## config.mk

```make
export PLATFORM = sky130hd
export DESIGN_NAME = key_entry_display
export DESIGN_NICKNAME = d
export VERILOG_FILES = /design/src/rtl/key_entry_pkg.sv /design/src/rtl/key_entry_display_seg7.sv /design/src/rtl/key_entry_display.sv
export SDC_FILE = /design/constraint.sdc
export NUM_CORES = 1
export LEC_CHECK = 0
export ABC_AREA = 1
export BUFFER_PORTS_ARGS = -buffer_cell sky130_fd_sc_hd__buf_2
export CAP_MARGIN = 15
export CORE_MARGIN = 2
export CORE_UTILIZATION = 53
export DETAILED_ROUTE_END_ITERATION = 8
export PLACE_DENSITY = 0.84
export SETUP_SLACK_MARGIN = 0.02
export SYNTH_ARGS = -nofsm -noshare
export SYNTH_HDL_FRONTEND = slang
export SYNTH_HIERARCHICAL = 1
export SYNTH_SLANG_ARGS = --single-unit
```

## constraint.sdc

```tcl
create_clock -name ck -period 2.3 [get_ports ck]
set_input_delay 0.115 -clock ck [delete_from_list [all_inputs] [get_ports ck]]
set_output_delay 0.115 -clock ck [all_outputs]
set_load 0.03 [all_outputs]
```

## src/rtl/key_entry_pkg.sv

```systemverilog
// Shared constants for the keypad entry/display slice: key codes, FSM states
// and active-low 7-segment patterns in {g,f,e,d,c,b,a} order.
package key_entry_pkg;

  localparam logic [3:0] KEY_STAR = 4'd10;
  localparam logic [3:0] KEY_HASH = 4'd11;

  typedef enum logic [1:0] {
    EMPTY = 2'd0,
    ENTRY = 2'd1,
    SHOWN = 2'd2
  } state_e;

  localparam logic [6:0] SEG_0     = 7'b1000000;
  localparam logic [6:0] SEG_1     = 7'b1111001;
  localparam logic [6:0] SEG_2     = 7'b0100100;
  localparam logic [6:0] SEG_3     = 7'b0110000;
  localparam logic [6:0] SEG_4     = 7'b0011001;
  localparam logic [6:0] SEG_5     = 7'b0010010;
  localparam logic [6:0] SEG_6     = 7'b0000010;
  localparam logic [6:0] SEG_7     = 7'b1111000;
  localparam logic [6:0] SEG_8     = 7'b0000000;
  localparam logic [6:0] SEG_9     = 7'b0010000;
  localparam logic [6:0] SEG_BLANK = 7'b1111111;
  localparam logic [6:0] SEG_DASH  = 7'b0111111;

endpackage

```

## src/rtl/key_entry_display_seg7.sv

```systemverilog
// seg7_decode: combinational BCD to active-low segment lookup with blank and
// dash overrides; the parent registers the result.
module seg7_decode
  import key_entry_pkg::*;
(
  input  logic [3:0] bcd_i,
  input  logic       blank_i,
  input  logic       dash_i,
  output logic [6:0] seg_o
);

  // Dash wins over blank; non-BCD nibbles cannot occur but decode as blank.
  always_comb begin
    seg_o = SEG_BLANK;
    if (dash_i) begin
      seg_o = SEG_DASH;
    end else if (!blank_i) begin
      case (bcd_i)
        4'd0:    seg_o = SEG_0;
        4'd1:    seg_o = SEG_1;
        4'd2:    seg_o = SEG_2;
        4'd3:    seg_o = SEG_3;
        4'd4:    seg_o = SEG_4;
        4'd5:    seg_o = SEG_5;
        4'd6:    seg_o = SEG_6;
        4'd7:    seg_o = SEG_7;
        4'd8:    seg_o = SEG_8;
        4'd9:    seg_o = SEG_9;
        default: seg_o = SEG_BLANK;
      endcase
    end
  end

endmodule

```

## src/rtl/key_entry_display.sv

```systemverilog
// Keypad entry buffer with commit/clear and a multiplexed 4-digit display.
// Define KEY_ENTRY_ZPAD_EN to show leading-zero padding instead of blanking/dash.
module key_entry_display
  import key_entry_pkg::*;
#(
  parameter int SCAN_DIV = 14
) (
  input  logic        ck,
  input  logic        rst,
  input  logic [3:0]  key_code,
  input  logic        key_vld,
  output logic [6:0]  seg,
  output logic [3:0]  dig,
  output logic [15:0] value,
  output logic        value_vld
);

  localparam logic [SCAN_DIV-1:0] DIV_ONE = 1;

  state_e              state_q;
  logic [15:0]         buffer_q;
  logic [2:0]          count_q;
  logic [15:0]         value_q;
  logic                value_vld_q;
  logic [SCAN_DIV-1:0] div_q;
  logic [1:0]          slot_q, slot_d;
  logic [6:0]          seg_q, seg_d;
  logic [3:0]          dig_q, dig_d;

  logic                isDigit;
  logic                wrap;
  logic [1:0]          nextSlot;
  logic [3:0]          nibble;
  logic                blankSel;
  logic                dashSel;
  logic [6:0]          segNext;

  assign isDigit = (key_code <= 4'd9);

  always_ff @(posedge ck) begin
    if (rst) begin
      state_q     <= EMPTY;
      buffer_q    <= 16'h0000;
      count_q     <= 3'd0;
      value_q     <= 16'h0000;
      value_vld_q <= 1'b0;
    end else begin
      value_vld_q <= 1'b0;
      if (key_vld) begin
        case (state_q)
          EMPTY: begin
            if (isDigit) begin
              buffer_q <= {12'h000, key_code};
              count_q  <= 3'd1;
              state_q  <= ENTRY;
            end
          end
          ENTRY: begin
            if (isDigit) begin
              if (count_q < 3'd4) begin
                buffer_q <= {buffer_q[11:0], key_code};
                count_q  <= count_q + 3'd1;
              end
            end else if (key_code == KEY_STAR) begin
              buffer_q <= 16'h0000;
              count_q  <= 3'd0;
              state_q  <= EMPTY;
            end else if (key_code == KEY_HASH) begin
              value_q     <= buffer_q;
              value_vld_q <= 1'b1;
              state_q     <= SHOWN;
            end
          end
          SHOWN: begin
            if (isDigit) begin
              buffer_q <= {12'h000, key_code};
              count_q  <= 3'd1;
              state_q  <= ENTRY;
            end else if (key_code == KEY_STAR) begin
              buffer_q <= 16'h0000;
              count_q  <= 3'd0;
              state_q  <= EMPTY;
            end else if (key_code == KEY_HASH) begin
              value_q     <= buffer_q;
              value_vld_q <= 1'b1;
            end
          end
          default: state_q <= EMPTY;
        endcase
      end
    end
  end

  assign wrap     = &div_q;
  assign nextSlot = slot_q + 2'd1;

  // In SHOWN the buffer still holds the committed entry, so count_q remains its
  // digit count and blanks the same leading slots as during entry.
  always_comb begin
    nibble   = 4'h0;
    blankSel = 1'b0;
    dashSel  = 1'b0;
    case (state_q)
      ENTRY: begin
        nibble = buffer_q[{nextSlot, 2'b00} +: 4];
`ifndef KEY_ENTRY_ZPAD_EN
        blankSel = ({1'b0, nextSlot} >= count_q);
`endif
      end
      SHOWN: begin
        nibble = value_q[{nextSlot, 2'b00} +: 4];
`ifndef KEY_ENTRY_ZPAD_EN
        blankSel = ({1'b0, nextSlot} >= count_q);
`endif
      end
      default: begin
`ifdef KEY_ENTRY_ZPAD_EN
        nibble = 4'h0;
`else
        dashSel  = (nextSlot == 2'd0);
        blankSel = (nextSlot != 2'd0);
`endif
      end
    endcase
  end

  seg7_decode u_seg7 (
    .bcd_i   (nibble),
    .blank_i (blankSel),
    .dash_i  (dashSel),
    .seg_o   (segNext)
  );

  always_comb begin
    slot_d = slot_q;
    seg_d  = seg_q;
    dig_d  = dig_q;
    if (wrap) begin
      slot_d = nextSlot;
      seg_d  = segNext;
      dig_d  = 4'b0001 << nextSlot;
    end
  end

  always_ff @(posedge ck) begin
    if (rst) begin
      div_q  <= '0;
      slot_q <= 2'd0;
      seg_q  <= SEG_BLANK;
      dig_q  <= 4'b0001;
    end else begin
      div_q  <= div_q + DIV_ONE;
      slot_q <= slot_d;
      seg_q  <= seg_d;
      dig_q  <= dig_d;
    end
  end

  assign seg       = seg_q;
  assign dig       = dig_q;
  assign value     = value_q;
  assign value_vld = value_vld_q;

endmodule

```

==> results of run 1 <==
[area by class of cell]
type,instances,share of cell area [%]
well taps,80,2.38
multi-input cells,385,47.3
clock buffers,12,3.45
repair buffers,63,9.39
clock inverters,3,1.54
flip-flops and latches,65,31.0
inverters,55,4.93
[worst min-delay path: stages]
cell,delay (ns)
buf_2,0.12
nand3_1,0.08
a21oi_1,0.06
[per-stage QoR]
step                area [um2]  hold WS (ns)
CTS                       4160        0.0707
detailed placement        3940         0.433
floorplan                 3620         0.193
global route              4210        0.0864
global placement          3940         0.428
finish                    4210        0.0850
[worst paths after layout]
path | end | from | cells past startpoint
max | seg[3] | state_q[1] | 12
max reg2reg | seg[3] | state_q[1] | 12
min reg2reg | div_q[0] | div_q[0] | 1
min | buffer_q[0] | key_code[0] | 3
[state kept, by name, summed over array words and instances (netlist names)]
| name | flops |
|---|---|
| slot_q | 2 |
| count_q | 3 |
| value_vld | 1 |
| value | 16 |
| buffer_q | 16 |
| dig | 4 |
| state_q | 2 |
| div_q | 14 |
| seg | 7 |
[timing repair]
item,in CTS,in global routing
setup endpoints to repair,7,7
pin swaps,0,5
buffers inserted,0,2
gates resized for setup,4,23
gates cloned,0,0
endpoints found under the hold margin,0,0
[per-layer routing]
layer | wire length, um | vias up
met1 | 3740 | 1658
met3 | 602 | 25
met5 | 0 | -
li1 | - | 1824
met4 | 198 | 0
met2 | 4150 | 141
[logic make-up after synthesis]
| group | share of synthesized area (%) |
|---|---|
| compound gates | 18.2 |
| xor+xnor | 0.242 |
| buf+inv | 10.1 |
| fa+ha+maj | 5.88 |
| simple gates | 29.6 |
| flops | 36.0 |
[power by group through the flow]
stage	Clock (mW)	Sequential (mW)	Combinational, mW
global route	1.13	1.21	0.444
floorplan	0	1.22	0.277
detailed placement	0	1.23	0.370
finish	1.06	1.21	0.395
global placement	0	1.23	0.357
CTS	1.08	1.20	0.376
[layout by cell type (no fill, tap or decap), types with 5 or more instances in the layout]
master and count:
ha_1 14, nor2_1 46, buf_4 27, a21oi_2 7, nand2_2 5, inv_1 48, inv_2 6, o21ai_0 40
nor2_2 10, o21ai_1 18, clkbuf_8 10, a21oi_1 52, nand3_1 51, nand2_1 117, buf_2 34, dfxtp_1 61
==> impl_metrics.toml, run 1 <==
[power]
p_int_mw = 1.95
seqPwrFrac_pct = 45.4
p_comb_share_pct = 14.8
power.leakage_nw = 1.84
finalPower_mw = 2.66
p_clk_share_pct = 39.8
swShare_pct = 27.0
p_sw_uw = 719
p_per_area_mw_per_mm2 = 632
ir_worst_vdd_uv = 303

[placed_design]
port_buffers = 34
dp_hpwl_um = 6120
dp_slack_ns = -0.182
gp_congestion = 0.868
place_inst = 646

[final_layout]
area_delta_synth_final_pct = 16.5
nFillCells = 598
final_util_pct = 63.1
diodes = 0
fin_cells = 663
multi_input_area_mm2 = 0.00199
layout-drive-gt1-share_pct = 20.2
nNetsFinal = 603
regArea_mm2 = 0.00131

[outcome]
status = "finished clean"

[sta]
setup_ws_ns = 0.171
min_period_ns = 2.13
hold_viol_final = 0
final_max_slew_viol_count = 0
max_freq_ghz = 0.470
finalSetupViolCount = 0
skew_ns = 0.00814
rsz0062_at_grt = "no"
post-route-period-util_pct = 92.6
max_slew.worst_pin.slew_ns = 0.868
slew_headroom_pct = 42.1
tns_ns = 0

[clock_tree]
cts_sinks = 65
htree_levels = 3
cts_buffers = 9
clockBufferDepth = 2
clk_latency_ns = 0.34
ctsHoldBuffers = 0
cts_tree = "built"
clk_pin_slew_worst_paths_ns = 0.07
clock_tree.root_cell = "clkbuf_8"

[route]
ant_nets = 0
totalWireLength_um = 8690
drc = 0
first_pass_iters = 6
wire_per_inst_um = 13.1
num_vias = 3648
viasPerCell = 5.50
drt_iter0_drc = 269

[critical_path]
crit_path_start_kind = "flip-flop"
crit_path_frequent_cell = "nand3_1"
path_max_fanout = 6
slowest_delay_ns = 0.40
rrSetupSlack_ns = 0.17
crit_slowest_cell = "ha_2"
crit_type = "flip-flop to flip-flop"
cp.buffers_inverters = 3
critPathCaptureType = "flip-flop"
required_ns = 2.53
arrival_ns = 2.36
critPathTopFamily = "adder cells"
path_cells = "buf_4 -> inv_1 -> ha_2 -> o21ai_0 -> nor2_2 -> inv_2 -> ha_1 -> nand2_1 -> nand3_1 -> nand2_1 -> nand3_1 -> nand3_1"

[global_route]
grt-ovfl-total = 0
antenna_found_initial = 0
grt_pass1_vias = 3374
met3_usage_pct = 4.57
grt_use_total_pct = 24.0
grt_pass1_wl_um = 14600
grt_use_met2_pct = 40.7
met1_usage_pct = 30.0
grt_max_degree = 34
busiest_layer = "met2"

[min_path]
min_path_type = "input pin to flip-flop"

[synth]
yosysMostFrequentCell = "nand2_1"
ys_ff_latch = 65
seq_area_frac_synth_pct = 36.0
synth_top_area_share_pct = 36.0
synth_warnings = 6
synthArstFlopShare_pct = 0
synth-edff-count = 0
synth_top_area_cell = "dfxtp_1"
syn_area_mm2 = 0.00362
netlist_top_cells_area = "dfxtp_1 (36%), nand2_1 (12%), a21oi_1 (7.5%), nand3_1 (7.1%), o21ai_0 (6.6%)"
synth.top_cells.by_count = "nand2_1 (117), dfxtp_1 (65), a21oi_1 (54)"
postSynthAreaPerCell_um2 = 6.82
syn_inst = 530
synth_cell_types = 34
synthFlopType = "dfxtp_1"
syn-num-nets = 554

[die]
rows = 30
io_pins = 35
placeableCoreArea_mm2 = 0.00668
dieArea_mm2 = 0.00750
start_util_pct = 54.1
die_w_um = 86.6
die_y_um = 86.6

[job]
maxCapViolCount = 0
Note: power is estimated with default switching activity, not from simulation.
==> run 2: changes to the inputs <==
--- a/config.mk
+++ b/config.mk
@@ -5,13 +5,14 @@
 export SDC_FILE = /design/constraint.sdc
 export NUM_CORES = 1
 export LEC_CHECK = 0
-export ABC_AREA = 1
+export ABC_AREA = 0
 export BUFFER_PORTS_ARGS = -buffer_cell sky130_fd_sc_hd__buf_2
 export CAP_MARGIN = 15
 export CORE_MARGIN = 2
 export CORE_UTILIZATION = 53
 export DETAILED_ROUTE_END_ITERATION = 8
-export PLACE_DENSITY = 0.84
+export PLACE_DENSITY = 0.85
+export REMOVE_ABC_BUFFERS = 1
 export SETUP_SLACK_MARGIN = 0.02
 export SYNTH_ARGS = -nofsm -noshare
 export SYNTH_HDL_FRONTEND = slang
==> constraint.sdc (replaced) <==
create_clock -name ck -period 1.9 [get_ports ck]
set_input_delay 0.095 -clock ck [delete_from_list [all_inputs] [get_ports ck]]
set_output_delay 0.095 -clock ck [all_outputs]
set_load 0.03 [all_outputs]
==> run 2 against run 1 <==
Against the previous run: the flow now finishes with violations (negative setup slack); synthesized cell count is 33% lower; sequential power is 16% higher; wire length is 14% higher; total power is 2.9% higher; cell count is 22% lower; setup slack worse by 0.73 ns; via count is 14% lower; synthesized area is 8.1% lower; core utilization is 9.7 points higher.
==> impl_metrics.toml, run 2 <==
[route]
ant_nets = 0
first_pass_iters = 6
num_vias = 3148
wire_per_inst_um = 19.1
drc = 0
viasPerCell = 6.08
totalWireLength_um = 9880
drt_iter0_drc = 211

[global_route]
met1_usage_pct = 28.2
grt_pass1_wl_um = 13500
met3_usage_pct = 6.96
grt_max_degree = 54
grt-ovfl-total = 0
antenna_found_initial = 0
busiest_layer = "met2"
grt_use_total_pct = 24.0
grt_use_met2_pct = 40.9
grt_pass1_vias = 2921

[final_layout]
final_cell_mix = "dfxtp_1 (63), buf_4 (52), nand2_1 (35), buf_2 (34), nor2_1 (33)"
layout-drive-gt1-share_pct = 37.9
regArea_mm2 = 0.00130
area_delta_synth_final_pct = 31.1
multi_input_area_mm2 = 0.00206
diodes = 0
nFillCells = 399
fin_cells = 518
final_common_cell = "dfxtp_1"
nNetsFinal = 464
final_util_pct = 72.7
stdcell_area_mm2 = 0.00436

[critical_path]
crit_path_start_kind = "flip-flop"
r2r_start = "state_q[0]"
critPathTopFamily = "multiplexers"
ff2ff_path_depth = 13
critPathCaptureType = "flip-flop"
arrival_ns = 2.73
path_max_fanout = 6
crit_type = "flip-flop to flip-flop"
startpoint = "state_q[0]"
crit_cells = 13
cp.buffers_inverters = 4
required_ns = 2.17
crit_slowest_cell = "mux4_2"
slowest_delay_ns = 0.54
path_cells = "inv_2 -> ha_4 -> buf_6 -> mux4_2 -> mux2i_2 -> nor2b_2 -> inv_2 -> buf_6 -> ha_4 -> mux2i_1 -> o21ai_1 -> nor2_1 -> mux2i_1"

[synth]
synthFlopType = "dfxtp_1"
syn_area_mm2 = 0.00332
synth_top_area_share_pct = 39.2
synth_warnings = 6
ys_ff_latch = 65
netlist_top_cells_area = "dfxtp_1 (39%), ha_1 (6.4%), mux4_2 (5.4%), mux2i_1 (5.1%), a21oi_1 (4.1%)"
synth.top_cells.by_count = "dfxtp_1 (65), nand2_1 (36), nor2_1 (33)"
synth_cell_types = 50
synth_top_area_cell = "dfxtp_1"
postSynthAreaPerCell_um2 = 9.36
synth-edff-count = 0
syn_inst = 355
synthArstFlopShare_pct = 0
seq_area_frac_synth_pct = 39.2
yosysMostFrequentCell = "dfxtp_1"

[sta]
min_period_ns = 2.46
max_slew.worst_pin.slew_ns = 0.561
final_max_slew_viol_count = 0
finalSetupViolCount = 8
max_freq_ghz = 0.407
slew_headroom_pct = 62.6
rsz0062_at_grt = "yes"
setup_ws_ns = -0.559
hold_viol_final = 0
post-route-period-util_pct = 129
skew_ns = 0.00969

[clock_tree]
ctsHoldBuffers = 0
clockBufferDepth = 2
htree_levels = 3
cts_tree = "built"
cts_sinks = 65
cts_buffers = 9
clk_latency_ns = 0.35
clk_pin_slew_worst_paths_ns = 0.07
clock_tree.root_cell = "clkbuf_8"

[placed_design]
place_inst = 492
post_dp_cell_area_mm2 = 0.00384
dp_hpwl_um = 5250
port_buffers = 34
dp_slack_ns = -0.737
gp_congestion = 0.898

[power]
p_per_area_mw_per_mm2 = 629
power.leakage_nw = 1.68
ir_worst_vdd_uv = 484

[outcome]
status = "finished, violations left"
failed_checks = "negative setup slack"

[die]
io_pins = 35
dieArea_mm2 = 0.00692
start_util_pct = 55.5
rows = 28
placeableCoreArea_mm2 = 0.00599
die_w_um = 83.2
die_y_um = 83.2

[job]
maxCapViolCount = 0

[min_path]
worstHoldStart = "key_code[0]"
hold_depth = 2
min_path_type = "input pin to flip-flop"
## run 2: cell types whose count changed after synthesis, moves of 5 or more
cell,before,now
inv_1,51,11
a21oi_1,54,27
o21ai_0,48,27
nor2b_1,0,8
nand2_1,117,36
nor2_1,49,33
a22o_1,0,13
mux4_2,0,8
nor2_2,7,1
xor2_1,1,9
o21ai_1,10,5
a21oi_2,5,0
mux2i_1,0,17
nand3_1,51,5
## run 2: logic make-up (layout without fill, tap and decap cells)
group	count (synthesis)	after routing	synth area share, %
buffers and inverters	36	123	5.84
AND/OR/NAND/NOR	112	112	17.8
XOR/XNOR	12	12	3.16
multiplexers	26	26	10.9
AO/OA/AOI/OAI	87	88	16.7
adder cells (fa/ha/maj)	17	17	6.40
flip-flops	65	65	39.2
## run 2: routing by layer
layer / part of all wire (%) / wire length, um
met5: 0 / 0
met4: 5.6 / 558
met3: 7.0 / 696
met2: 50 / 4970
met1: 37 / 3650
## run 2: per-stage QoR
step / TNS (ns) / total power, mW / hold slack (ns)
3_3_place_gp: -4.11 / 1.67 / 0.429
6_report: -3.64 / 2.74 / 0.111
4_1_cts: -3.00 / 2.62 / 0.0686
2_1_floorplan: -4.16 / 1.56 / 0.162
3_5_place_dp: -4.70 / 1.68 / 0.431
5_1_grt: -4.67 / 2.84 / 0.117
## run 2: where the power goes
part           leakage [nW]  switching, mW  internal (mW)
clock                0.0778          0.522          0.451
sequential            0.526         0.0167           1.38
combinational          1.08          0.200          0.167
## run 2: layout make-up
| type | instances | share of cell area, % |
|---|---|---|
| clock inverters | 4 | 0.517 |
| flip-flops and latches | 65 | 29.9 |
| inverters | 11 | 0.947 |
| well taps | 75 | 2.15 |
| repair buffers | 98 | 16.2 |
| multi-input cells | 255 | 47.4 |
| clock buffers | 10 | 2.93 |
## run 2: what timing repair did
item                       CTS  global route
gates resized for setup     17            53
setup endpoints to repair   25            42
cloned                       0             2
pin swaps                    5            23
buffers inserted             4             8
## run 2: final timing paths
| kind | to | slack, ns |
|---|---|---|
| hold / removal | buffer_q[0] | 0.11 |
| hold reg to reg | dig[2] | 0.46 |
| setup reg to reg | seg[0] | -0.56 |
| setup / recovery | seg[0] | -0.56 |
==> run 3: changes to the inputs <==
--- a/config.mk
+++ b/config.mk
@@ -9,9 +9,9 @@
 export BUFFER_PORTS_ARGS = -buffer_cell sky130_fd_sc_hd__buf_2
 export CAP_MARGIN = 15
 export CORE_MARGIN = 2
-export CORE_UTILIZATION = 53
+export CORE_UTILIZATION = 30
 export DETAILED_ROUTE_END_ITERATION = 8
-export PLACE_DENSITY = 0.85
+export PLACE_DENSITY = 0.5
 export REMOVE_ABC_BUFFERS = 1
 export SETUP_SLACK_MARGIN = 0.02
 export SYNTH_ARGS = -nofsm -noshare
==> run 3 against run 2 <==
Against the previous run: the flow still finishes with violations (negative setup slack); global-route usage is 9.4 points lower; die area grew 72%; setup slack improved by 0.076 ns; wire length is 18% lower; flip-flop and latch count stayed put; via count decreased by 11%; first-iteration DRC count is 57% lower; maximum frequency grew 3.2%; critical path depth decreased by 2; non-clock buffer count did not move; critical path type unchanged; highest routed layer unchanged.
==> impl_metrics.toml, run 3 (synthesis results as in run 2) <==
[outcome]
status = "finished, violations left"
failed_checks = "negative setup slack"

[final_layout]
multi_input_area_mm2 = 0.00195
fin_cells = 583
regArea_mm2 = 0.00130
area_delta_synth_final_pct = 30.8
final_common_cell = "dfxtp_1"
nFillCells = 1103
final_util_pct = 40.1
final_cell_mix = "dfxtp_1 (63), buf_4 (57), nand2_1 (36), buf_2 (35), nor2_1 (33)"
nNetsFinal = 463
diodes = 0
layout-drive-gt1-share_pct = 35.9

[global_route]
grt_max_degree = 54
grt-ovfl-total = 0
grt_use_total_pct = 14.5
grt_pass1_wl_um = 13500
grt_pass1_vias = 2702
antenna_found_initial = 0

[placed_design]
port_buffers = 34
dp_hpwl_um = 5760
place_inst = 564
gp_congestion = 0.785

[die]
start_util_pct = 30.7
placeableCoreArea_mm2 = 0.0108
rows = 38
die_w_um = 109
die_y_um = 109
io_pins = 35
dieArea_mm2 = 0.0119

[clock_tree]
clock_tree.root_cell = "clkbuf_8"
clk_latency_ns = 0.35
clk_pin_slew_worst_paths_ns = 0.07
ctsHoldBuffers = 0
clockBufferDepth = 2
cts_tree = "built"
cts_buffers = 9
cts_sinks = 65
htree_levels = 3

[power]
p_per_area_mw_per_mm2 = 656
power.leakage_nw = 1.66
ir_worst_vdd_uv = 330

[min_path]
min_path_type = "input pin to flip-flop"
worstHoldStart = "key_code[0]"
hold_depth = 2
worstHoldEndpoint = "buffer_q[0]"

[critical_path]
critPathCaptureType = "flip-flop"
path_cells = "inv_2 -> ha_4 -> buf_6 -> mux4_2 -> mux2i_2 -> nor2b_2 -> o21a_1 -> nor3_4 -> o21ai_1 -> nor2_1 -> mux2i_1"
crit_path_start_kind = "flip-flop"
arrival_ns = 2.61
crit_slowest_cell = "mux4_2"
rrSetupSlack_ns = -0.48
r2r_start = "state_q[0]"
ff2ff_path_depth = 11
path_max_fanout = 7
worstReg2RegEnd = "seg[5]"
slowest_delay_ns = 0.50
crit_type = "flip-flop to flip-flop"
required_ns = 2.13

[sta]
final_max_slew_viol_count = 0
min_period_ns = 2.38
max_slew.worst_pin.slew_ns = 0.554
max_freq_ghz = 0.420
setup_ws_ns = -0.483
skew_ns = 0.00988
finalSetupViolCount = 7
hold_viol_final = 0
rsz0062_at_grt = "yes"
slew_headroom_pct = 63.1
post-route-period-util_pct = 125

[route]
first_pass_iters = 7
wire_per_inst_um = 13.8
viasPerCell = 4.78
ant_nets = 0
totalWireLength_um = 8060
drc = 0
drt_iter0_drc = 91
num_vias = 2786

[job]
maxCapViolCount = 0
[run 3: how the worst max path moves through the flow]
stage | startpoint | endpoint | cells past startpoint
after floorplan | state_q[0] | seg[4] | 12
after global placement | state_q[0] | seg[4] | 11
after detailed placement | state_q[0] | seg[0] | 11
after CTS | state_q[0] | seg[0] | 11
after global routing | state_q[0] | seg[3] | 11
final | state_q[0] | seg[5] | 11
[run 3: repair_timing]
item | CTS | global route
pin swaps | 4 | 12
setup endpoints to repair | 25 | 31
buffers inserted | 0 | 3
gates cloned | 0 | 1
gates resized for setup | 18 | 22
[run 3: cell type report]
| cell class | count | share of cell area, % |
|---|---|---|
| clock inverters | 6 | 1.38 |
| well taps | 140 | 4.03 |
| flip-flops and latches | 65 | 30.0 |
| repair buffers | 98 | 15.8 |
| inverters | 11 | 0.950 |
| multi-input cells | 254 | 45.0 |
| clock buffers | 9 | 2.85 |
[run 3: report_power, final]
part	internal [mW]	switching, mW	leakage [nW]
combinational	0.147	0.176	1.05
clock	0.591	0.540	0.0909
sequential	1.38	0.0143	0.526
[run 3: through the flow]
stage / setup TNS [ns] / instance area (um2) / total power [mW] / setup slack (ns) / hold WS, ns
floorplan: -4.16 / 3170 / 1.56 / -0.674 / 0.162
global route: -4.16 / 4350 / 2.98 / -0.625 / 0.0891
global placement: -4.45 / 3990 / 1.70 / -0.657 / 0.435
CTS: -2.86 / 4230 / 2.85 / -0.423 / 0.0859
detailed placement: -4.91 / 3990 / 1.70 / -0.711 / 0.445
finish: -3.01 / 4350 / 2.85 / -0.483 / 0.0875
[run 3: layer usage]
metal | vias up | global-route usage [%] | routed length, um
met3 | 10 | 2.93 | 335
li1 | 1415 | - | -
met2 | 53 | 23.1 | 3700
met1 | 1308 | 19.5 | 3900
met4 | 0 | 5.42 | 122
met5 | - | 0 | 0
[run 3: worst max-delay path, delay by kind of cell, from the launching register on]
family / cells / cell delay, ns
AO/OA/AOI/OAI: 2 / 0.31
adder cells (fa/ha/maj): 1 / 0.20
flip-flops: 1 / 0.33
buffers and inverters: 2 / 0.18
AND/OR/NAND/NOR: 3 / 0.45
multiplexers: 3 / 0.78
